===== src/rtl/pipeline_pkg.sv =====
// pipeline_pkg: definitions shared by the pipeline stages.
//   - Opcode constants for the two instruction classes decoded today.
//   - Bit positions of the instruction fields inside a 32-bit RV32 word.
//   - id_ex_ctrl_t: control bundle carried from decode into execute.
//   - decode_ctrl(): maps opcode/funct3 onto that control bundle.
package pipeline_pkg;

  localparam logic [6:0] OPC_OP_IMM = 7'b0010011;
  localparam logic [6:0] OPC_LOAD   = 7'b0000011;

  // Field positions (LSB of each field) inside the instruction word.
  localparam int OPC_LSB    = 0;
  localparam int OPC_W      = 7;
  localparam int RD_LSB     = 7;
  localparam int FUNCT3_LSB = 12;
  localparam int FUNCT3_W   = 3;
  localparam int RS1_LSB    = 15;
  localparam int IMM_LSB    = 20;

  typedef struct packed {
    logic       reg_write;
    logic       mem_read;
    logic       illegal;
    logic [2:0] alu_op;
  } id_ex_ctrl_t;

  // Unknown opcodes are flagged illegal and never write or read memory.
  function automatic id_ex_ctrl_t decode_ctrl(input logic [6:0] opcode,
                                              input logic [2:0] funct3);
    id_ex_ctrl_t c;
    c.alu_op = funct3;
    case (opcode)
      OPC_OP_IMM: begin
        c.reg_write = 1'b1;
        c.mem_read  = 1'b0;
        c.illegal   = 1'b0;
      end
      OPC_LOAD: begin
        c.reg_write = 1'b1;
        c.mem_read  = 1'b1;
        c.illegal   = 1'b0;
      end
      default: begin
        c.reg_write = 1'b0;
        c.mem_read  = 1'b0;
        c.illegal   = 1'b1;
      end
    endcase
    return c;
  endfunction

endpackage


===== src/rtl/hazard_unit.sv =====
// hazard_unit: load-use hazard detection for the decode stage.
// Ports:
//   ifid_valid  in   IF/ID holds a live instruction
//   rs1_used    in   decoded instruction reads rs1
//   rs1         in   rs1 index of the IF/ID instruction
//   ex_valid    in   ID/EX holds a live instruction
//   ex_mem_read in   ID/EX instruction is a load
//   ex_rd       in   destination of the ID/EX instruction
//   flush       in   branch flush from execute
//   hazard      out  load result needed before it exists (bubble ID/EX)
//   stall       out  hold fetch and IF/ID; suppressed by flush
module hazard_unit #(
  parameter int REG_ADDR_W = 3
) (
  input  logic                  ifid_valid,
  input  logic                  rs1_used,
  input  logic [REG_ADDR_W-1:0] rs1,
  input  logic                  ex_valid,
  input  logic                  ex_mem_read,
  input  logic [REG_ADDR_W-1:0] ex_rd,
  input  logic                  flush,
  output logic                  hazard,
  output logic                  stall
);

  // Load-use detection; a flush discards the dependent instruction so no stall is needed.
  always_comb begin
    hazard = ifid_valid & rs1_used & ex_valid & ex_mem_read & (ex_rd == rs1);
    stall  = hazard & ~flush;
  end

endmodule


===== src/rtl/decode_stage.sv =====
// decode_stage: instruction-decode pipeline stage between fetch and execute.
// Holds the IF/ID register, drives the register-file read address, and
// registers operand (with same-cycle write-back bypass), immediate and
// control into the ID/EX register. Load-use hazards stall fetch and insert
// one bubble; a branch flush from execute kills IF/ID and ID/EX.
// Ports:
//   clk, reset                         clock, async active-high reset
//   if_valid, if_instr, if_pc          fetched instruction
//   stall                              hold fetch (re-present same instr)
//   flush                              branch taken in execute
//   reg_read_addr / reg_read_data      register-file read port
//   wb_reg_write_en, wb_addr, wb_data  write-back port (bypass source)
//   ex_*                               registered ID/EX payload and control
module decode_stage
  import pipeline_pkg::*;
#(
  parameter int DATA_W     = 8,
  parameter int REG_ADDR_W = 3,
  parameter int PC_W       = 8
) (
  input  logic                  clk,
  input  logic                  reset,
  input  logic                  if_valid,
  input  logic [31:0]           if_instr,
  input  logic [PC_W-1:0]       if_pc,
  output logic                  stall,
  input  logic                  flush,
  output logic [REG_ADDR_W-1:0] reg_read_addr,
  input  logic [DATA_W-1:0]     reg_read_data,
  input  logic                  wb_reg_write_en,
  input  logic [REG_ADDR_W-1:0] wb_addr,
  input  logic [DATA_W-1:0]     wb_data,
  output logic                  ex_valid,
  output logic [PC_W-1:0]       ex_pc,
  output logic [DATA_W-1:0]     ex_rs1_data,
  output logic [DATA_W-1:0]     ex_imm,
  output logic [REG_ADDR_W-1:0] ex_rd,
  output logic [2:0]            ex_alu_op,
  output logic                  ex_reg_write,
  output logic                  ex_mem_read,
  output logic                  ex_illegal
);

  logic [31:0]           ifid_instr_r;
  logic [PC_W-1:0]       ifid_pc_r;
  logic                  ifid_valid_r;

  logic [OPC_W-1:0]      opcode_s;
  logic [REG_ADDR_W-1:0] rd_s;
  logic [REG_ADDR_W-1:0] rs1_s;
  logic [FUNCT3_W-1:0]   funct3_s;
  logic [DATA_W-1:0]     imm_s;
  logic [DATA_W-1:0]     rs1_data_s;
  id_ex_ctrl_t           ctrl_s;
  logic                  rs1_used_s;
  logic                  hazard_s;
  logic                  stall_s;
  logic                  unused_instr_s;

  // Only some instruction bits feed decode; fold the whole word so none dangle.
  assign unused_instr_s = ^ifid_instr_r;

  // Field extraction, decode and write-back bypass of the rs1 operand.
  always_comb begin
    opcode_s   = ifid_instr_r[OPC_LSB +: OPC_W];
    rd_s       = ifid_instr_r[RD_LSB +: REG_ADDR_W];
    funct3_s   = ifid_instr_r[FUNCT3_LSB +: FUNCT3_W];
    rs1_s      = ifid_instr_r[RS1_LSB +: REG_ADDR_W];
    imm_s      = ifid_instr_r[IMM_LSB +: DATA_W];
    ctrl_s     = decode_ctrl(opcode_s, funct3_s);
    // Both legal opcodes read rs1; illegal ones read nothing.
    rs1_used_s = ~ctrl_s.illegal;
    // The register file is written at the same edge we capture, so it still
    // returns the old value; take the write-back data directly instead.
    if (wb_reg_write_en && (wb_addr == rs1_s)) begin
      rs1_data_s = wb_data;
    end else begin
      rs1_data_s = reg_read_data;
    end
  end

  assign reg_read_addr = rs1_s;
  assign stall         = stall_s;

  hazard_unit #(
    .REG_ADDR_W (REG_ADDR_W)
  ) u_hazard (
    .ifid_valid  (ifid_valid_r),
    .rs1_used    (rs1_used_s),
    .rs1         (rs1_s),
    .ex_valid    (ex_valid),
    .ex_mem_read (ex_mem_read),
    .ex_rd       (ex_rd),
    .flush       (flush),
    .hazard      (hazard_s),
    .stall       (stall_s)
  );

  // IF/ID register: flush kills, stall holds, otherwise accept fetch.
  always_ff @(posedge clk or posedge reset) begin
    if (reset) begin
      ifid_instr_r <= 32'h0000_0000;
      ifid_pc_r    <= {PC_W{1'b0}};
      ifid_valid_r <= 1'b0;
    end else if (flush) begin
      ifid_valid_r <= 1'b0;
    end else if (!stall_s) begin
      ifid_instr_r <= if_instr;
      ifid_pc_r    <= if_pc;
      ifid_valid_r <= if_valid;
    end
  end

  // ID/EX register: bubble on flush or hazard (payload held), else capture decode.
  always_ff @(posedge clk or posedge reset) begin
    if (reset) begin
      ex_valid     <= 1'b0;
      ex_pc        <= {PC_W{1'b0}};
      ex_rs1_data  <= {DATA_W{1'b0}};
      ex_imm       <= {DATA_W{1'b0}};
      ex_rd        <= {REG_ADDR_W{1'b0}};
      ex_alu_op    <= 3'b000;
      ex_reg_write <= 1'b0;
      ex_mem_read  <= 1'b0;
      ex_illegal   <= 1'b0;
    end else if (flush || hazard_s) begin
      ex_valid     <= 1'b0;
      ex_reg_write <= 1'b0;
      ex_mem_read  <= 1'b0;
      ex_illegal   <= 1'b0;
    end else begin
      ex_valid     <= ifid_valid_r;
      ex_pc        <= ifid_pc_r;
      ex_rs1_data  <= rs1_data_s;
      ex_imm       <= imm_s;
      ex_rd        <= rd_s;
      ex_alu_op    <= ctrl_s.alu_op;
      ex_reg_write <= ifid_valid_r & ctrl_s.reg_write;
      ex_mem_read  <= ifid_valid_r & ctrl_s.mem_read;
      ex_illegal   <= ifid_valid_r & ctrl_s.illegal;
    end
  end

endmodule


===== config.mk =====
export PLATFORM = sky130hd
export DESIGN_NAME = decode_stage
export DESIGN_NICKNAME = d
export VERILOG_FILES = /design/src/rtl/pipeline_pkg.sv /design/src/rtl/hazard_unit.sv /design/src/rtl/decode_stage.sv
export SDC_FILE = /design/constraint.sdc
export NUM_CORES = 1
export LEC_CHECK = 0
export CORE_MARGIN = 2
export CORE_UTILIZATION = 40
export DETAILED_ROUTE_END_ITERATION = 8
export GPL_TIMING_DRIVEN = 0
export HOLD_SLACK_MARGIN = 0.12
export PLACE_DENSITY = 0.75
export SLEW_MARGIN = 10
export SYNTH_ARGS = -nofsm -noshare
export SYNTH_HDL_FRONTEND = slang
export SYNTH_SLANG_ARGS = --single-unit

===== constraint.sdc =====
create_clock -name clk -period 2.27 [get_ports clk]
set_input_delay 0.454 -clock clk [delete_from_list [all_inputs] [get_ports clk]]
set_output_delay 0.454 -clock clk [all_outputs]
set_load 0.02 [all_outputs]

# Yosys cells after proc, flatten, opt, wreduce, memory -nomap -nowiden
# Cells that the tools add are included.
# totals
register_bits,71
in_bits,64
word_cells,39
# classes
eq_ne,5
mux,8
bitwise,11
n_reduce_logical,3
# op_table
op,count
1-bit bitwise AND,8
8-bit 2-to-1 mux,1
"7-bit by 2-bit == test with 1-bit output, second input constant",1
"7-bit by 5-bit == test with 1-bit output, second input constant",1
3-bit == test,2
1-bit 2-to-1 mux,6
3-bit one-hot mux with 2 select lines,1
1-bit NOT,3
"2-bit != test, second input constant",1
2-bit AND reduction,1
1-bit logical AND,1
1-bit logical OR,1

# Logic depth before layout (Yosys ltp)
# Gate-level depths: netlist (run 1).
# depth
ltp_word,10
mapped_depth,6

# By module
# Synthesis (run 1) repeated with hierarchy kept, for this count alone.
# unflattened
hier_cells,198
area_unflattened_um2,2756.4
# by_module_without_submodules
mod,instances,cells_per_inst,area_per_inst_um2,seq_area_each_um2
decode_stage,1,192,2705.1,1676.6
hazard_unit,1,6,51.3,0.0

# Worst setup path before layout (run 1)
# Ideal clock, no wire load.
# synth_timing
path_type,reg-to-reg
startpoint,register ex_rd[1]
endpoint,register ex_imm[0]
setup_ns,0.125
arrival_ns,1.535
t_required_ns,2.145
path_slack_ns,0.609
stages_incl_launch_ff,7
n_path_buf,2
synth_period_minus_slack_ns,1.661
cell_sequence,dfrtp_1 > xor2_1 > nor4_2 > a21oi_1 > buf_6 > buf_6 > mux2_4
# synth_between
elab_chain_cells,3
# synth_lines
element,line,text
start: declaration,decode_stage.sv:37,"output logic [REG_ADDR_W-1:0] ex_rd,"
start signal: assignment,decode_stage.sv:121,ex_rd <= {REG_ADDR_W{1'b0}};
start signal: assignment,decode_stage.sv:136,ex_rd <= rd_s;
3-bit == test,hazard_unit.sv:28,hazard = ifid_valid & rs1_used & ex_valid & ex_mem_read & (ex_rd == rs1);
1-bit bitwise AND,hazard_unit.sv:28,
1-bit logical OR,decode_stage.sv:126,end else if (flush || hazard_s) begin
end signal: assignment,decode_stage.sv:120,ex_imm <= {DATA_W{1'b0}};
end signal: assignment,decode_stage.sv:135,ex_imm <= imm_s;
end: declaration,decode_stage.sv:36,"output logic [DATA_W-1:0] ex_imm,"
# Every way passes these cells.
# A chain may end at the register's enable or synchronous reset.

# Worst setup path in the final report (run 1)
# layout_timing
startpoint,register ex_rd[0]
endpoint,output stall
# layout_between
elab_chain_cells,3
# layout_lines
element,line,text
3-bit == test,hazard_unit.sv:28,
1-bit bitwise AND,hazard_unit.sv:28,
1-bit bitwise AND,hazard_unit.sv:29,stall = hazard & ~flush;
end: declaration,decode_stage.sv:26,"output logic stall,"
# Every way passes these cells.

==> results.sh, run 1 <==
export IMPL_crit_chain="xor2_1 -> nor3_2 -> nand2_1 -> nor2_1 -> clkbuf_2"
export IMPL_finalNetCount=338
export IMPL_synthSimpleGateAreaFrac=0.0324
export IMPL_place_detailed_hpwl_mm=4.22
export IMPL_worstRegToRegCells=6
export IMPL_drt_total_wl_mm=5.81
export IMPL_num_vias=1732
export IMPL_initial_utilization=0.406
export IMPL_yosysSeqAreaShare=0.578
export IMPL_cp_slowest_stage_delay_ns=0.42
export IMPL_core_area_mm2=0.00714
export IMPL_whs_ns=0.469
export IMPL_period_share=0.878
export IMPL_crit_family="flip-flops"
export IMPL_setup_viol_count_final=0
export IMPL_die_h_um=89.2
export IMPL_start_kind="flip-flop"
export IMPL_r2r_start="ifid_instr_r[17]"
export IMPL_drtIter0Drc=52
export IMPL_power_leakage_nw=1.87
export IMPL_synth_area_per_cell_um2=17.2
export IMPL_dieArea_mm2=0.00795
export IMPL_yosys_register_bits=67
export IMPL_synth_adder_area_share=0
export IMPL_worst_path_max_delay_cell="dfrtp_1"
export IMPL_clock_skew_ns=0.0102
export IMPL_rsz0062_at_grt="false"
export IMPL_cts_sinks=67
export IMPL_synth_compound_area_frac=0.00345
export IMPL_critPathRequiredTime_ns=1.82
export IMPL_max_slew_margin=0.726
export IMPL_avgRoutedWirePerCell_um=15.4
export IMPL_preCtsSetupSlack_ns=0.0692
export IMPL_syn2layout_area_growth_pct=44.4
export IMPL_grt_pass1_wl_mm=9.14
export IMPL_core_rowCount=31
export IMPL_cp_max_fo=3
export IMPL_crit_buf_inv=1
export IMPL_grt_pass1_vias=1747
export IMPL_max_freq_mhz=501
export IMPL_worst_ep_arrival_time_ns=1.54
export IMPL_drt_pre_antenna_iters=4
export IMPL_synth_nets=233
export IMPL_synth_top_family_by_area="multiplexers"
export IMPL_grt_usage=0.156
export IMPL_drive_gt1_frac=0.366
export IMPL_outcome="completed"
export IMPL_grt_max_degree=36
export IMPL_synth_cells=169
export IMPL_cts_htree_levels=3
export IMPL_min_path_type="in -> async"
export IMPL_synth_xor_area_frac=0.0181
export IMPL_crit_type="reg -> out"
export IMPL_cts_setup_buffers=0
export IMPL_overflow=0
export IMPL_antenna_left=0
export IMPL_r2r_end="ifid_pc_r[0]"
export IMPL_gp_congestion=0.687
export IMPL_io_buffers=93
export IMPL_n_antenna_cell=0
export IMPL_final_cell_mix="92 x clkdlybuf4s50_1, 67 x dfrtp_1, 47 x mux2_4, 23 x mux2_2, 9 x clkbuf_8"
export IMPL_ys_types=22
export IMPL_drcViolationCount=0
export IMPL_cts_tree="yes"
export IMPL_antenna_found_initial=0
export IMPL_numCtsBuffers=9
export IMPL_irDropWorstVdd_v=0.000368
export IMPL_tightest_slew_ns=0.410
export IMPL_final_hold_viol_count=0
export IMPL_final_common_cell="clkdlybuf4s50_1"
export IMPL_clk_pin_slew_worst_paths_ns=0.08
export IMPL_synth_area_mm2=0.00290
export IMPL_io_pins=102
export IMPL_finalMaxSlewViolations=0
export IMPL_die_x_um=89.2
export IMPL_setup_ws_ns=0.276
export IMPL_clk_insertion_delay_late_ns=0.34
export IMPL_via_per_inst=4.58
export IMPL_power_per_cell_area_mw_per_mm2=763
export IMPL_clock_path_buffers=2
export IMPL_finalCriticalPeriod_ns=1.99
export IMPL_synth_area_mux_share=0.333
export IMPL_r2r_slack_ns=0.51
export IMPL_end_kind="output pin"
export IMPL_maxCapViolCount=0
export IMPL_ys_warn_count=0
export IMPL_cts_root_buf="clkbuf_8"
[area by class of cell]
| cell class | instances | area (um^2) |
|---|---|---|
| sequential | 67 | 1680 |
| timing repair buffer | 94 | 946 |
| tap | 99 | 124 |
| inverter | 2 | 10.0 |
| clock inverter | 7 | 92.6 |
| clock buffer | 9 | 124 |
| fill | 592 | 2950 |
| buffer | 10 | 95.1 |
| multi-input combinational | 90 | 1120 |
[metrics by stage]
stage | std cells | instance area [um^2] | utilization | setup TNS [ns] | total power [W]
2_1_floorplan | 169 | 2900 | - | 0 | 0.00182
3_3_place_gp | 361 | 3960 | 0.554 | -66.38 | 0.00214
3_5_place_dp | 362 | 3980 | 0.557 | 0 | 0.00216
4_1_cts | 378 | 4190 | 0.587 | 0 | 0.00324
5_1_grt | 378 | 4190 | 0.587 | 0 | 0.00334
6_report | 378 | 4190 | 0.587 | 0 | 0.00320
[worst reg2reg max path, stage by stage (launching register included)]
cell and delay (ns):
dfrtp_1 0.43, xor2_1 0.20, nor3_2 0.08, a21oi_1 0.20, buf_6 0.21, buf_6 0.20
mux2_4 0.32
[worst max-delay path by stage]
stage	from	end	slack, ns	cells past startpoint
detailed placement	wb_addr[0]	ex_rs1_data[7]	0.07	5
CTS	ifid_instr_r[2]	stall	0.02	5
floorplan	reset	ex_alu_op[0]	0.13	1
finish	ex_rd[0]	stall	0.28	5
global placement	reset	ex_imm[6]	-0.99	2
global route	ifid_instr_r[3]	stall	0.11	5
[logic make-up (layout without fill, tap and decap cells)]
logic type | count (synthesis) | after routing
simple gates | 12 | 12
buf+inv | 12 | 122
compound gates | 2 | 2
xor+xnor | 6 | 6
flops | 67 | 67
mux | 70 | 70
[layer usage]
metal	global-route usage	routed length (um)	vias up
met5	0	0	-
met4	0.0814	128	0
met3	0.0295	198	10
met2	0.234	2870	43
met1	0.217	2620	881
li1	-	-	798
[what timing repair did]
item                       in CTS  in global routing
setup endpoints to repair       1                  1
pin swaps                       0                  1
hold buffers                    0                  0
gates resized for setup         1                  2
[synthesized netlist by cell type]
cell type,number,area [um^2]
dfrtp_1,67,1680
mux2_4,47,706
mux2_2,23,259
buf_6,6,67.6
buf_4,3,22.5
xnor2_1,3,26.3
xor2_1,3,26.3
a21oi_1,2,10.0
inv_1,2,7.51
and2_1,1,6.26
and3_1,1,6.26
and4b_1,1,10.0
buf_2,1,5.00
nand2_1,1,3.75
nand3_1,1,5.00
nand4_2,1,12.5
nand4bb_1,1,11.3
nor2_1,1,3.75
nor3_1,1,5.00
nor3_2,1,10.0
nor3b_1,1,7.51
nor4_2,1,12.5
[flip-flops by register name (all words and copies together) (netlist names)]
name and cells:
ifid_valid_r 1, ifid_pc_r 8, ex_imm 8, ex_valid 1
ex_mem_read 1, ex_rs1_data 8, ex_rd 3, ex_alu_op 3
ifid_instr_r 24, ex_reg_write 1, ex_pc 8, ex_illegal 1
[power breakdown]
part / switching [W] / internal (W) / leakage [nW]
Combinational: 0.000267 / 0.000442 / 0.967
Sequential: 0.0000867 / 0.00133 / 0.793
Clock: 0.000453 / 0.000616 / 0.113
Total: 0.000807 / 0.00239 / 1.87
No activity file was read; power rests on OpenSTA's default activity.
==> inputs of run 2 (changes only) <==
--- a/config.mk
+++ b/config.mk
@@ -9,8 +9,8 @@
 export CORE_UTILIZATION = 40
 export DETAILED_ROUTE_END_ITERATION = 8
 export GPL_TIMING_DRIVEN = 0
-export HOLD_SLACK_MARGIN = 0.12
-export PLACE_DENSITY = 0.75
+export PLACE_DENSITY_LB_ADDON = 0.3
+export SETUP_SLACK_MARGIN = 0.15
 export SLEW_MARGIN = 10
 export SYNTH_ARGS = -nofsm -noshare
 export SYNTH_HDL_FRONTEND = slang
==> run 2 against run 1 <==
Utilization rose by 1.1 points. Global-route usage about the same. Final cell count up 0.53%. Largest power group unchanged.
==> results.sh, run 2 (synthesis results as in run 1) <==
export IMPL_end_kind="output pin"
export IMPL_final_cells=380
export IMPL_io_pins=102
export IMPL_core_rowCount=31
export IMPL_grt_pass1_vias=1861
export IMPL_clk_insertion_delay_late_ns=0.34
export IMPL_gp_congestion=0.753
export IMPL_crit_type="reg -> out"
export IMPL_dieArea_mm2=0.00795
export IMPL_grt_usage=0.156
export IMPL_irDropWorstVdd_v=0.000398
export IMPL_crit_chain="buf_4 -> buf_4 -> clkdlybuf4s50_1"
export IMPL_via_per_inst=4.65
export IMPL_final_hold_viol_count=0
export IMPL_pwr_share_comb=0.206
export IMPL_outcome="completed"
export IMPL_drt_total_wl_mm=5.62
export IMPL_grt_max_degree=38
export IMPL_finalNetCount=340
export IMPL_place_inst=362
export IMPL_period_share=0.875
export IMPL_syn2layout_area_growth_pct=47.2
export IMPL_place_detailed_hpwl_mm=4.03
export IMPL_drtIter0Drc=37
export IMPL_setup_viol_count_final=0
export IMPL_core_area_mm2=0.00714
export IMPL_power_per_cell_area_mw_per_mm2=812
export IMPL_clock_path_buffers=2
export IMPL_io_buffers=93
export IMPL_max_slew_margin=0.550
export IMPL_power_leakage_nw=1.90
export IMPL_top_register="ifid_instr_r"
export IMPL_cts_root_buf="clkbuf_8"
export IMPL_cts_sinks=67
export IMPL_p_sw_w=0.000812
export IMPL_cts_tree="yes"
export IMPL_hold_path_depth=1
export IMPL_clkPwrFrac=0.386
export IMPL_maxCapViolCount=0
export IMPL_grt_pass1_wl_mm=9.23
export IMPL_fin_util=0.598
export IMPL_initial_utilization=0.406
export IMPL_finalMaxSlewViolations=0
export IMPL_setup_tns_ns=0
export IMPL_die_h_um=89.2
export IMPL_n_antenna_cell=0
export IMPL_avgRoutedWirePerCell_um=14.8
export IMPL_path_depth=3
export IMPL_worst_ep_arrival_time_ns=1.53
export IMPL_crit_buf_inv=3
export IMPL_drt_pre_antenna_iters=4
export IMPL_antenna_left=0
export IMPL_drive_gt1_frac=0.377
export IMPL_start_kind="flip-flop"
export IMPL_p_seq_frac=0.408
export IMPL_crit_top_cell="buf_4"
export IMPL_numCtsBuffers=9
export IMPL_ctsHoldBuffers=0
export IMPL_rsz0062_at_grt="false"
export IMPL_power_switching_fraction=0.235
export IMPL_num_vias=1766
export IMPL_crit_family="buffers and inverters"
export IMPL_min_path_type="reg -> reg"
export IMPL_worstRegToRegCells=5
export IMPL_drcViolationCount=0
export IMPL_tightest_slew_ns=0.674
export IMPL_antenna_found_initial=0
export IMPL_clock_skew_ns=0.00704
export IMPL_finalCriticalPeriod_ns=1.99
export IMPL_die_x_um=89.2
export IMPL_max_freq_mhz=503
export IMPL_critPathRequiredTime_ns=1.82
export IMPL_cts_htree_levels=3
export IMPL_cp_max_fo=3
export IMPL_final_common_cell="clkdlybuf4s50_1"
export IMPL_p_int_w=0.00265
export IMPL_clk_pin_slew_worst_paths_ns=0.07
export IMPL_worst_path_max_delay_cell="clkdlybuf4s50_1"
export IMPL_final_cell_mix="92 x clkdlybuf4s50_1, 65 x dfrtp_1, 47 x mux2_4, 23 x mux2_2, 10 x clkbuf_8"
export IMPL_largest_reg_flops=24
export IMPL_cp_slowest_stage_delay_ns=0.53
export IMPL_overflow=0
## run 2: changes by cell type in the layout (fill, tap and decap cells not counted), moves of 2 or more
cell        delta
clkinvlp_4     +2
clkinv_2       -3
dfrtp_2        +2
bufinv_16      +2
buf_4          +3
dfrtp_1        -2
## run 2: layout make-up
class | instances | area [um^2]
repair buffers | 96 | 963
plain buffers | 10 | 95.1
inverters | 2 | 11.3
fillers | 569 | 2870
clock buffers | 10 | 138
multi-input cells | 90 | 1120
clock inverters | 6 | 136
well taps | 99 | 124
flip-flops and latches | 67 | 1680
## run 2: what timing repair did
item                       in CTS  in global routing
buffers inserted                0                  2
setup endpoints to repair       1                  1
pin swaps                       1                  1
gates resized for setup         3                  4
## run 2: final timing paths
check                                 startpoint          endpoint  slack, ns
worst max-delay path            ifid_instr_r[16]  reg_read_addr[1]       0.28
worst min-delay path            ifid_instr_r[24]         ex_imm[4]       0.50
worst max register to register  ifid_instr_r[16]    ex_rs1_data[3]       0.45
worst min register to register  ifid_instr_r[24]         ex_imm[4]       0.50
max in group asynchronous                  reset  ifid_instr_r[17]       1.11
min in group asynchronous                  reset         ex_imm[5]       0.55
## run 2: power by group through the flow
stage	Combinational, W	Sequential [W]	Clock [W]
2_1_floorplan	0.000303	0.00152	0
3_3_place_gp	0.000702	0.00144	0
3_5_place_dp	0.000713	0.00144	0
4_1_cts	0.000716	0.00142	0.00136
5_1_grt	0.000760	0.00144	0.00142
6_report	0.000713	0.00141	0.00134
## run 2: per-layer routing
layer / GRT usage / routed length (um) / vias up
met4: 0.0773 / 83 / 0
met3: 0.0360 / 305 / 9
met5: 0 / 0 / -
met2: 0.244 / 2710 / 54
li1: - / - / 809
met1: 0.205 / 2520 / 894
## run 2: metrics by stage
stage / total power, W / worst slack [ns] / cell area (um^2) / hold slack (ns)
3_3_place_gp: 0.00214 / 0.0683 / 3960 / 0.485
5_1_grt: 0.00361 / 0.167 / 4270 / 0.518
4_1_cts: 0.00350 / 0.152 / 4250 / 0.507
2_1_floorplan: 0.00182 / 0.609 / 2900 / 0.474
3_5_place_dp: 0.00215 / 0.0657 / 3980 / 0.492
6_report: 0.00346 / 0.283 / 4270 / 0.502
==> inputs of run 3 (changes only) <==
--- a/config.mk
+++ b/config.mk
@@ -7,6 +7,7 @@
 export LEC_CHECK = 0
 export CORE_MARGIN = 2
 export CORE_UTILIZATION = 40
+export CTS_CLUSTER_DIAMETER = 80
 export DETAILED_ROUTE_END_ITERATION = 8
 export GPL_TIMING_DRIVEN = 0
 export PLACE_DENSITY_LB_ADDON = 0.3
==> constraint.sdc (replaced) <==
create_clock -name clk -period 2.44 [get_ports clk]
set_input_delay 0.488 -clock clk [delete_from_list [all_inputs] [get_ports clk]]
set_output_delay 0.488 -clock clk [all_outputs]
set_load 0.02 [all_outputs]
==> run 3 against run 2 <==
Critical path depth up 2. Setup slack better by 0.11 ns. Via count down 2.4%. Register-to-register slack better by 0.22 ns. Power down 14%. Cell area down 1.8%. Critical path type unchanged. Highest routed layer unchanged.
==> results.sh, run 3 (synthesis results as in run 1) <==
export IMPL_clkPwrFrac=0.335
export IMPL_initial_utilization=0.406
export IMPL_max_slew_margin=0.731
export IMPL_grt_max_degree=37
export IMPL_numCtsBuffers=9
export IMPL_r2r_start="ifid_instr_r[17]"
export IMPL_grt_pass1_vias=1814
export IMPL_r2r_end="ex_rs1_data[5]"
export IMPL_pwr_share_comb=0.222
export IMPL_final_common_cell="clkdlybuf4s50_1"
export IMPL_drtIter0Drc=34
export IMPL_ctsHoldBuffers=0
export IMPL_power_switching_fraction=0.254
export IMPL_rsz0062_at_grt="false"
export IMPL_cts_tree="yes"
export IMPL_cts_sinks=67
export IMPL_r2r_slack_ns=0.67
export IMPL_end_kind="output pin"
export IMPL_min_path_type="in -> async"
export IMPL_cts_htree_levels=3
export IMPL_drive_gt1_frac=0.366
export IMPL_p_int_w=0.00222
export IMPL_irDropWorstVdd_v=0.000453
export IMPL_gp_congestion=0.750
export IMPL_drcViolationCount=0
export IMPL_outcome="completed"
export IMPL_max_freq_mhz=488
export IMPL_antenna_left=0
export IMPL_finalNetCount=338
export IMPL_setup_viol_count_final=0
export IMPL_tightest_slew_ns=0.403
export IMPL_p_seq_frac=0.443
export IMPL_p_sw_w=0.000755
export IMPL_final_hold_viol_count=0
export IMPL_finalMaxSlewViolations=0
export IMPL_final_cell_mix="92 x clkdlybuf4s50_1, 67 x dfrtp_1, 47 x mux2_4, 23 x mux2_2, 9 x clkbuf_8"
export IMPL_top_register="ifid_instr_r"
export IMPL_grt_usage=0.154
export IMPL_clock_path_buffers=2
export IMPL_overflow=0
export IMPL_final_cells=378
export IMPL_period_share=0.839
export IMPL_setup_ws_ns=0.393
export IMPL_fin_total_pwr_w=0.00298
export IMPL_finalCriticalPeriod_ns=2.05
export IMPL_drt_total_wl_mm=5.77
export IMPL_maxCapViolCount=0
export IMPL_drt_pre_antenna_iters=4
export IMPL_fin_util=0.587
export IMPL_die_x_um=89.2
export IMPL_antenna_found_initial=0
export IMPL_worst_ep_arrival_time_ns=1.56
export IMPL_avgRoutedWirePerCell_um=15.3
export IMPL_core_area_mm2=0.00714
export IMPL_crit_start="ifid_instr_r[2]"
export IMPL_syn2layout_area_growth_pct=44.4
export IMPL_n_antenna_cell=0
export IMPL_critPathRequiredTime_ns=1.95
export IMPL_clk_pin_slew_worst_paths_ns=0.08
export IMPL_io_buffers=93
export IMPL_via_per_inst=4.56
export IMPL_core_rowCount=31
export IMPL_clock_skew_ns=0.00831
export IMPL_cp_max_fo=2
export IMPL_die_h_um=89.2
export IMPL_setup_tns_ns=0
export IMPL_dieArea_mm2=0.00795
export IMPL_largest_reg_flops=24
export IMPL_clk_insertion_delay_late_ns=0.34
export IMPL_power_leakage_nw=1.86
export IMPL_start_kind="flip-flop"
export IMPL_place_detailed_hpwl_mm=4.16
export IMPL_cts_root_buf="clkbuf_8"
export IMPL_power_per_cell_area_mw_per_mm2=710
export IMPL_num_vias=1724
export IMPL_worstRegToRegCells=6
export IMPL_preCtsSetupSlack_ns=0.207
export IMPL_grt_pass1_wl_mm=9.03
export IMPL_crit_type="reg -> out"
export IMPL_io_pins=102
export IMPL_place_inst=362
run 3: cell types whose count changed in the layout (fill, tap and decap cells not counted), sizes merged:
cell,change
buf,-3
bufinv,-2
clkinvlp,+1
inv,+1
clkinv,+1
run 3: layer usage:
layer,vias to the layer above,part of all wire,global-route usage
li1,799,-,-
met1,862,0.43,0.197
met2,54,0.50,0.246
met3,9,0.054,0.0379
met4,0,0.017,0.0733
met5,-,0,0
run 3: layout make-up:
class,instances,area (um^2)
buffer,10,95.1
clock inverter,7,92.6
inverter,2,10.0
fill,594,2950
multi-input combinational,90,1120
timing repair buffer,94,946
sequential,67,1680
clock buffer,9,124
tap,99,124
run 3: power by group through the flow:
stage | clock network [W] | registers [W] | logic [W]
after floorplan | 0 | 0.00141 | 0.000282
after global placement | 0 | 0.00134 | 0.000654
after detailed placement | 0 | 0.00134 | 0.000668
after CTS | 0.00103 | 0.00132 | 0.000671
after global routing | 0.00107 | 0.00134 | 0.000703
final | 0.000998 | 0.00132 | 0.000659
run 3: stage by stage:
stage | hold WS (ns) | area (um^2)
after floorplan | 0.474 | 2900
after global placement | 0.484 | 3960
after detailed placement | 0.492 | 3980
after CTS | 0.505 | 4190
after global routing | 0.518 | 4190
final | 0.500 | 4190
run 3: critical path, stage by stage, from the launching register on:
cell and delay, ns:
dfrtp_1 0.38, nand4bb_1 0.25, nor3_2 0.23, nand2_1 0.09, nor2_1 0.09, clkbuf_2 0.18
run 3: worst max-delay path by stage:
stage | to | slack (ns) | cells after the start
6_report | stall | 0.39 | 5
3_5_place_dp | ex_rs1_data[7] | 0.21 | 5
2_1_floorplan | ex_alu_op[0] | 0.27 | 1
4_1_cts | stall | 0.20 | 5
5_1_grt | stall | 0.27 | 5
3_3_place_gp | ex_imm[7] | -0.88 | 2
run 3: what timing repair did:
item	4_1_cts	5_1_grt
buffers inserted	0	0
gates resized for setup	1	2
endpoints found under the setup margin	1	1
endpoints found under the hold margin	0	0
